`config.mk`:
```
export PLATFORM = sky130hd
export DESIGN_NAME = csr_irq_array
export DESIGN_NICKNAME = d
export VERILOG_FILES = /design/src/rtl/csr_pkg.sv /design/src/rtl/csr_irq_prio.sv /design/src/rtl/csr_irq_array.sv
export SDC_FILE = /design/constraint.sdc
export NUM_CORES = 1
export LEC_CHECK = 0
export ABC_AREA = 1
export BUFFER_PORTS_ARGS = -buffer_cell sky130_fd_sc_hd__buf_4
export CAP_MARGIN = 20
export CORE_UTILIZATION = 30
export CTS_BUF_LIST = sky130_fd_sc_hd__clkbuf_16
export DETAILED_ROUTE_END_ITERATION = 8
export HOLD_SLACK_MARGIN = 0.08
export PLACE_DENSITY_LB_ADDON = 0.1
export SYNTH_ARGS = -nofsm -noshare
export SYNTH_HDL_FRONTEND = slang
export SYNTH_SLANG_ARGS = --single-unit
```
`constraint.sdc`:
```
create_clock -name clk -period 3.8 [get_ports clk]
set_input_delay 0.38 -clock clk [delete_from_list [all_inputs] [get_ports clk]]
set_output_delay 0.38 -clock clk [all_outputs]
set_load 0.005 [all_outputs]
```
`src/rtl/csr_pkg.sv`:
```
// csr_pkg: CSR addresses, trap cause codes, misa value, IRQ FSM states and the CSR read-modify-write helper
package csr_pkg;
   localparam logic [11:0] CSR_MSTATUS   = 12'h300;
   localparam logic [11:0] CSR_MISA      = 12'h301;
   localparam logic [11:0] CSR_MIE       = 12'h304;
   localparam logic [11:0] CSR_MTVEC     = 12'h305;
   localparam logic [11:0] CSR_MSCRATCH  = 12'h340;
   localparam logic [11:0] CSR_MEPC      = 12'h341;
   localparam logic [11:0] CSR_MCAUSE    = 12'h342;
   localparam logic [11:0] CSR_MTVAL     = 12'h343;
   localparam logic [11:0] CSR_MIP       = 12'h344;
   localparam logic [11:0] CSR_MCYCLE    = 12'hB00;
   localparam logic [11:0] CSR_MINSTRET  = 12'hB02;
   localparam logic [11:0] CSR_MCYCLEH   = 12'hB80;
   localparam logic [11:0] CSR_MINSTRETH = 12'hB82;
   localparam logic [31:0] MISA_VAL       = 32'h4000_0100;
   localparam logic [4:0]  CAUSE_ILLEGAL  = 5'd2;
   localparam logic [4:0]  CAUSE_ECALL    = 5'd11;
   localparam logic [4:0]  CAUSE_IRQ_BASE = 5'd16;
   typedef enum logic {IDLE, REQ} irq_state_e;
   // op 01 = write, 10 = set bits, 11 = clear bits
   function automatic logic [31:0] csr_alu(input logic [1:0] op, input logic [31:0] rd, input logic [31:0] src);
      return op == 2'b01 ? src : op == 2'b10 ? (rd | src) : (rd & ~src);
   endfunction
endpackage

```
`src/rtl/csr_irq_prio.sv`:
```
// csr_irq_prio: lowest-index-wins priority encoder over the pending interrupt lines
module csr_irq_prio #(
   parameter int unsigned NUM_IRQ = 8
) (
   input  logic [NUM_IRQ-1:0] pend_i,
   output logic               valid,
   output logic [3:0]         idx
);
   assign valid = |pend_i;
   // scan downwards so the lowest set index is the last one assigned
   always_comb begin
      idx = 4'd0;
      for (int i = NUM_IRQ - 1; i >= 0; i--) if (pend_i[i]) idx = 4'(i);
   end
endmodule

```
`src/rtl/csr_irq_array.sv`:
```
// csr_irq_array: machine-mode CSR file with local interrupt FSM and trap entry/return.
// Hardware counters mcycle/minstret are built only when CSR_COUNTERS_EN is defined.
module csr_irq_array
   import csr_pkg::*;
#(
   parameter int unsigned NUM_IRQ = 8,
   parameter int unsigned CNTR_W  = 64
) (
   input  logic               clk,
   input  logic               rst_n,
   input  logic               cmd_csr_ex,
   input  logic               cpu_stat_ex,
   input  logic [11:0]        csr_ofs_ex,
   input  logic [2:0]         csr_op2_ex,
   input  logic [4:0]         csr_uimm_ex,
   input  logic [31:0]        rs1_sel,
   output logic [31:0]        csr_rd_data,
   input  logic [NUM_IRQ-1:0] irq_in,
   output logic               trap_req,
   input  logic               trap_ack,
   output logic [29:0]        trap_vec,
   input  logic [29:0]        pc_excep,
   input  logic               cmd_ecall_ex,
   input  logic               illegal_ops_ex,
   input  logic [31:0]        illegal_ops_inst,
   input  logic               cmd_mret_ex,
   output logic [29:0]        csr_mepc_ex,
   output logic               csr_rmie,
   input  logic               retire_ex
);
   logic               mst_mie_q, mst_mie_d, mst_mpie_q, mst_mpie_d;
   logic [1:0]         mst_mpp_q, mst_mpp_d;
   logic [NUM_IRQ-1:0] irq_en_q, irq_en_d;
   logic [31:0]        mtvec_q, mtvec_d, mscratch_q, mscratch_d, mcause_q, mcause_d, mtval_q, mtval_d;
   logic [29:0]        mepc_q, mepc_d;
   irq_state_e         state_q, state_d;
   logic [3:0]         idx_q, idx_d, sel_idx;
   logic               sel_valid, we, exc, take, trap;
   logic [31:0]        src, wdata;
   logic [15:0]        en16_d;
   assign src   = csr_op2_ex[2] ? {27'b0, csr_uimm_ex} : rs1_sel;
   assign we    = cpu_stat_ex & cmd_csr_ex & (csr_op2_ex[1:0] != 2'b00);
   assign wdata = csr_alu(csr_op2_ex[1:0], csr_rd_data, src);
   assign exc   = illegal_ops_ex | cmd_ecall_ex;
   assign take  = (state_q == REQ) & trap_ack;
   assign trap  = exc | take;
   csr_irq_prio #(.NUM_IRQ(NUM_IRQ)) u_prio (
      .pend_i (irq_in & irq_en_q),
      .valid  (sel_valid),
      .idx    (sel_idx)
   );
`ifdef CSR_COUNTERS_EN
   logic [CNTR_W-1:0] mcycle_q, mcycle_d, minstret_q, minstret_d;
   logic [63:0]       mcycle_x, minstret_x;
   assign mcycle_x   = 64'(mcycle_q);
   assign minstret_x = 64'(minstret_q);
   // a CSR write to either half replaces that cycle's increment
   always_comb begin
      mcycle_d   = we && csr_ofs_ex == CSR_MCYCLE ? {mcycle_q[CNTR_W-1:32], wdata} :
                   we && csr_ofs_ex == CSR_MCYCLEH ? {wdata[CNTR_W-33:0], mcycle_q[31:0]} :
                   mcycle_q + CNTR_W'(1);
      minstret_d = we && csr_ofs_ex == CSR_MINSTRET ? {minstret_q[CNTR_W-1:32], wdata} :
                   we && csr_ofs_ex == CSR_MINSTRETH ? {wdata[CNTR_W-33:0], minstret_q[31:0]} :
                   minstret_q + CNTR_W'(retire_ex);
   end
   // counter registers
   always_ff @(posedge clk or negedge rst_n) begin
      if (!rst_n) begin
         mcycle_q   <= '0;
         minstret_q <= '0;
      end else begin
         mcycle_q   <= mcycle_d;
         minstret_q <= minstret_d;
      end
   end
`else
   logic unused_cntr;
   assign unused_cntr = &{1'b0, retire_ex, CNTR_W[0]};
`endif
   // combinational CSR read mux; unimplemented addresses read zero
   always_comb begin
      case (csr_ofs_ex)
         CSR_MSTATUS:   csr_rd_data = {19'b0, mst_mpp_q, 3'b0, mst_mpie_q, 3'b0, mst_mie_q, 3'b0};
         CSR_MISA:      csr_rd_data = MISA_VAL;
         CSR_MIE:       csr_rd_data = 32'(irq_en_q) << 16;
         CSR_MTVEC:     csr_rd_data = mtvec_q;
         CSR_MSCRATCH:  csr_rd_data = mscratch_q;
         CSR_MEPC:      csr_rd_data = {mepc_q, 2'b00};
         CSR_MCAUSE:    csr_rd_data = mcause_q;
         CSR_MTVAL:     csr_rd_data = mtval_q;
         CSR_MIP:       csr_rd_data = 32'(irq_in) << 16;
`ifdef CSR_COUNTERS_EN
         CSR_MCYCLE:    csr_rd_data = mcycle_x[31:0];
         CSR_MCYCLEH:   csr_rd_data = mcycle_x[63:32];
         CSR_MINSTRET:  csr_rd_data = minstret_x[31:0];
         CSR_MINSTRETH: csr_rd_data = minstret_x[63:32];
`endif
         default:       csr_rd_data = 32'b0;
      endcase
   end
   // next CSR state: trap entry beats mret, and both beat a same-cycle CSR write
   always_comb begin
      mst_mie_d  = trap ? 1'b0 : cmd_mret_ex ? mst_mpie_q : we && csr_ofs_ex == CSR_MSTATUS ? wdata[3] : mst_mie_q;
      mst_mpie_d = trap ? mst_mie_q : cmd_mret_ex ? 1'b1 : we && csr_ofs_ex == CSR_MSTATUS ? wdata[7] : mst_mpie_q;
      mst_mpp_d  = trap | cmd_mret_ex ? 2'b11 : we && csr_ofs_ex == CSR_MSTATUS ? wdata[12:11] : mst_mpp_q;
      irq_en_d   = we && csr_ofs_ex == CSR_MIE ? wdata[16 +: NUM_IRQ] : irq_en_q;
      mtvec_d    = we && csr_ofs_ex == CSR_MTVEC ? wdata : mtvec_q;
      mscratch_d = we && csr_ofs_ex == CSR_MSCRATCH ? wdata : mscratch_q;
      mepc_d     = trap ? pc_excep : we && csr_ofs_ex == CSR_MEPC ? wdata[31:2] : mepc_q;
      mcause_d   = illegal_ops_ex ? 32'(CAUSE_ILLEGAL) : cmd_ecall_ex ? 32'(CAUSE_ECALL) :
                   take ? {1'b1, 26'b0, CAUSE_IRQ_BASE | {1'b0, idx_q}} :
                   we && csr_ofs_ex == CSR_MCAUSE ? wdata : mcause_q;
      mtval_d    = illegal_ops_ex ? illegal_ops_inst : trap ? 32'b0 : we && csr_ofs_ex == CSR_MTVAL ? wdata : mtval_q;
      en16_d     = 16'(irq_en_d);
   end
   // IRQ FSM: request while enabled; leave on exception, acknowledge, or enable being cleared
   always_comb begin
      state_d = state_q;
      idx_d   = idx_q;
      if (state_q == IDLE) begin
         if (mst_mie_q & sel_valid & mst_mie_d & en16_d[sel_idx]) begin
            state_d = REQ;
            idx_d   = sel_idx;
         end
      end else if (exc | trap_ack | !mst_mie_d | !en16_d[idx_q]) state_d = IDLE;
   end
   // CSR and FSM state registers
   always_ff @(posedge clk or negedge rst_n) begin
      if (!rst_n) begin
         mst_mie_q  <= 1'b0;
         mst_mpie_q <= 1'b0;
         mst_mpp_q  <= 2'b00;
         irq_en_q   <= '0;
         mtvec_q    <= '0;
         mscratch_q <= '0;
         mepc_q     <= '0;
         mcause_q   <= '0;
         mtval_q    <= '0;
         state_q    <= IDLE;
         idx_q      <= '0;
      end else begin
         mst_mie_q  <= mst_mie_d;
         mst_mpie_q <= mst_mpie_d;
         mst_mpp_q  <= mst_mpp_d;
         irq_en_q   <= irq_en_d;
         mtvec_q    <= mtvec_d;
         mscratch_q <= mscratch_d;
         mepc_q     <= mepc_d;
         mcause_q   <= mcause_d;
         mtval_q    <= mtval_d;
         state_q    <= state_d;
         idx_q      <= idx_d;
      end
   end
   assign trap_req    = state_q == REQ;
   assign csr_rmie    = mst_mie_q;
   assign csr_mepc_ex = mepc_q;
   assign trap_vec    = mtvec_q[1:0] == 2'b01 ?
                        mtvec_q[31:2] + (state_q == REQ ? {25'b0, 1'b1, idx_q} : 30'b0) : mtvec_q[31:2];
endmodule
```
==> results by group <==
Status
  – Outcome: completed

STA
  – Share of the clock period used by the worst path: 0.954
  – Endpoints failing hold: 0
  – Tightest Pin Transition: around 900 ps
  – Setup TNS Final: 0 ps
  – Final worst setup slack: between 150 and 200 ps
  – RSZ-0062 raised after global routing: false
  – Final setup vio count: 0
  – Worst hold slack: ~170 ps
  – Final Critical Period: 3630 ps
  – Relative slew margins: 0.398
  – Fmax: about 280 MHz
  – Fin. max-slew vios: 0
  – Clk_skew: 13.7 ps

Yosys
  – Post-synth top area cell: dfrtp_1
  – Mapped Nets: 1568
  – Share of the yosys chip area belonging to registers: 0.423
  – Avg Inst Size Synth: around 7.2 um2
  – Synth Instances: around 1400
  – Number of synthesized flops with an enable pin: 0
  – Area share of the largest cell type after synthesis: 0.423
  – Synthesized cell area: 10300 um2
  – Synth top area cells: dfrtp_1 (42%), nand2_1 (16%), nor2_1 (5.4%)
  – Synth warnings: 0
  – Prevailing post-synth register cell: dfrtp_1
  – Number of library cell types mapped by synthesis: between 40 and 50
  – Asr flop ratio synth: 1.00
  – #FFs+latches synth: roughly 170

Run
  – MaxCap Viol Count: 0

Placement
  – Placed Cells: between 2000 and 2500
  – DP HPWL: 29.7 mm
  – Area after DPL: between 10000 and 15000 um2
  – Setup WS pre-CTS: 358 ps
  – GP Congestion: about 0.87
  – Port bufs: between 200 and 250

Routing
  – Drt drc: 0
  – WL/cell: 19.6 um
  – Drt total wl: between 40 and 50 mm
  – Drt initial violations: around 800
  – ANT nets after route: 0
  – DRT Pass-1 Iters: 5
  – Drt via density: just under 5
  – Via count: approximately 10000

Clocking
  – Number of H-tree levels: 4
  – CTS tree: yes
  – Worst-path clk slew: about 80 ps
  – Clk Latency, worst-skew pair: approximately 440 ps
  – Clk sink count: roughly 170
  – Root buf cell: clkbuf_16
  – Longest Clk Path Bufs: 2
  – CTS buffer count: 17

Critical path
  – Maximum fanout along the worst path: 4
  – CP Launch Type: register
  – Worst path arrival time: between 3000 and 4000 ps
  – Crit Path Class: reg -> out
  – Reg2Reg Depth: 8
  – Req. time, crit path: ~3400 ps
  – Crit path from: idx_q[0]
  – R2R Setup Slk: roughly 1400 ps
  – Worst Setup EP: trap_vec[18]
  – Reg-to-reg startpoint: trap_req
  – CP endpoint kind: output port
  – Reg-to-Reg End: csr_mepc_ex[5]

GRT
  – GR Overflow Total: 0
  – Initial antenna violation count: 1
  – Largest net degree at the start of global routing: 92
  – Vias in the first global route: just over 10000
  – GRT Total Usage: 0.236
  – First-pass GRT wire length: 62.4 mm

Cells and area
  – Area growth, synth to finish: 27.6%
  – Finished Layout Cells: approximately 2100
  – Final Core Density: 0.390
  – Filler Cell Count: between 3000 and 4000
  – Layout cells sized above 1: 0.227
  – Ant diodes: 0
  – Final Net Count: around 1800
  – Design Area, Final: roughly 13000 um2

Floorplan
  – DIE WIDTH: between 150 and 200 um
  – Core area: ~34000 um2
  – Initial core utilization: 0.306
  – Die area: approximately 35000 um2
  – Site Rows: between 60 and 70
  – Die H: 187 um
  – Top-level port count: ~230

Pwr
  – Static Leakage: 6.53 nW
  – PwrDens: approximately 330 nW/um2
  – Tot Pwr: between 4 and 5 mW
  – Max IR drop VDD: around 0.32 mV

Worst hold path
  – Hold wc startpoint: pc_excep[1]
  – Hold crit path type: in -> reg
  – WHS Path Cells: 3
==> cell usage after synthesis (all sizes together) (9+ instances only) <==
master,count
nand4,12
a31o,16
dfrtp,174
nor2,160
o21ai,112
a21oi,95
nand2,471
a31oi,23
inv,118
or2,9
clkbuf,38
nand3,107
xor2,22
buf,26
nor3,10
==> sequential cells by signal (all words and copies together) (netlist names) <==
register and count:
mst_mpp_q 2, csr_mepc_ex 30, csr_rmie 1, idx_q 3, mtvec_q 32, irq_en_q 8
trap_req 1, mst_mpie_q 1, mcause_q 32, mtval_q 32, mscratch_q 32
==> cells by family (layout without fill, tap and decap cells) <==
family | count (synthesis) | in the layout | synth area share
adders and majority gates | 5 | 5 | 0.00681
and+or+nand+nor | 778 | 778 | 0.328
xor gates and xnor gates | 26 | 26 | 0.0221
DFF | 174 | 174 | 0.423
AOI/OAI and AO/OA | 266 | 266 | 0.144
buffers and inverters | 183 | 405 | 0.0756
==> worst min path at each step <==
stage                     endpoint  slack (ps)
floorplan           csr_mepc_ex[0]          80
global placement     mscratch_q[2]         470
detailed placement    mcause_q[23]         470
CTS                 csr_mepc_ex[1]         150
global route        csr_mepc_ex[1]         180
finish              csr_mepc_ex[1]         170
==> critical path, cell delays in order, from the launching register on <==
cell and delay [ps]:
dfrtp_2 400, nand2_1 60, inv_1 50, ha_1 160
inv_1 60, fa_1 380, or2_1 260, nand2_1 90
nand2_1 50, inv_1 60, or2_1 150, nand2_1 100
nor2_2 140, nand2_1 120, inv_2 100, nand2_4 90
nor4_2 220, xor2_1 200, buf_4 130
==> cell type report <==
cell class              count  area, um2  area share
clock buffers              17        425      0.0324
repair buffers            254       1960       0.150
flip-flops and latches    174       4360       0.332
multi-input cells        1075       5210       0.397
clock inverters            15        155      0.0118
inverters                 119        452      0.0344
well taps                 448        561      0.0427
==> placed cells by master (no fill, tap or decap), types with 4 or more instances in the layout <==
cell type and n:
o21ai_1 35, inv_2 14, nor2_1 146, a21oi_1 95, nand3_1 102, nand2_4 6
xnor2_1 4, nand3_2 5, a31o_2 12, nor3_1 7, nand2_1 440, a31o_1 4
ha_1 4, inv_1 105, a22oi_1 4, nor2_2 6, nor2_4 5, dfrtp_1 173
or2_2 5, a31oi_1 23, buf_12 4, and2_1 4, xor2_1 22, buf_4 248
nand2_2 25, clkbuf_16 17, nand4_1 12, o21ai_0 75, a22o_1 5
==> layer usage <==
metal,global-route usage,vias up,share of wire
met5,0,-,0.00041
met4,0.0545,2,0.015
met3,0.0447,37,0.064
met2,0.386,351,0.47
met1,0.322,4910,0.45
li1,-,5074,-
==> power by group <==
group          total [mW]  switching, mW  internal [mW]
Combinational       0.521          0.304          0.217
Clock                1.80          0.876          0.928
Sequential           1.98         0.0577           1.93
Total                4.31           1.24           3.07
==> repair_timing <==
action / in CTS / in global routing
buffers inserted: 0 / 4
setup endpoints to repair: 2 / 12
resized for setup: 4 / 8
hold buffers: 1 / 0
hold endpoints to repair: 15 / 0
pin swaps: 0 / 1
(Power assumes the default switching activity.)
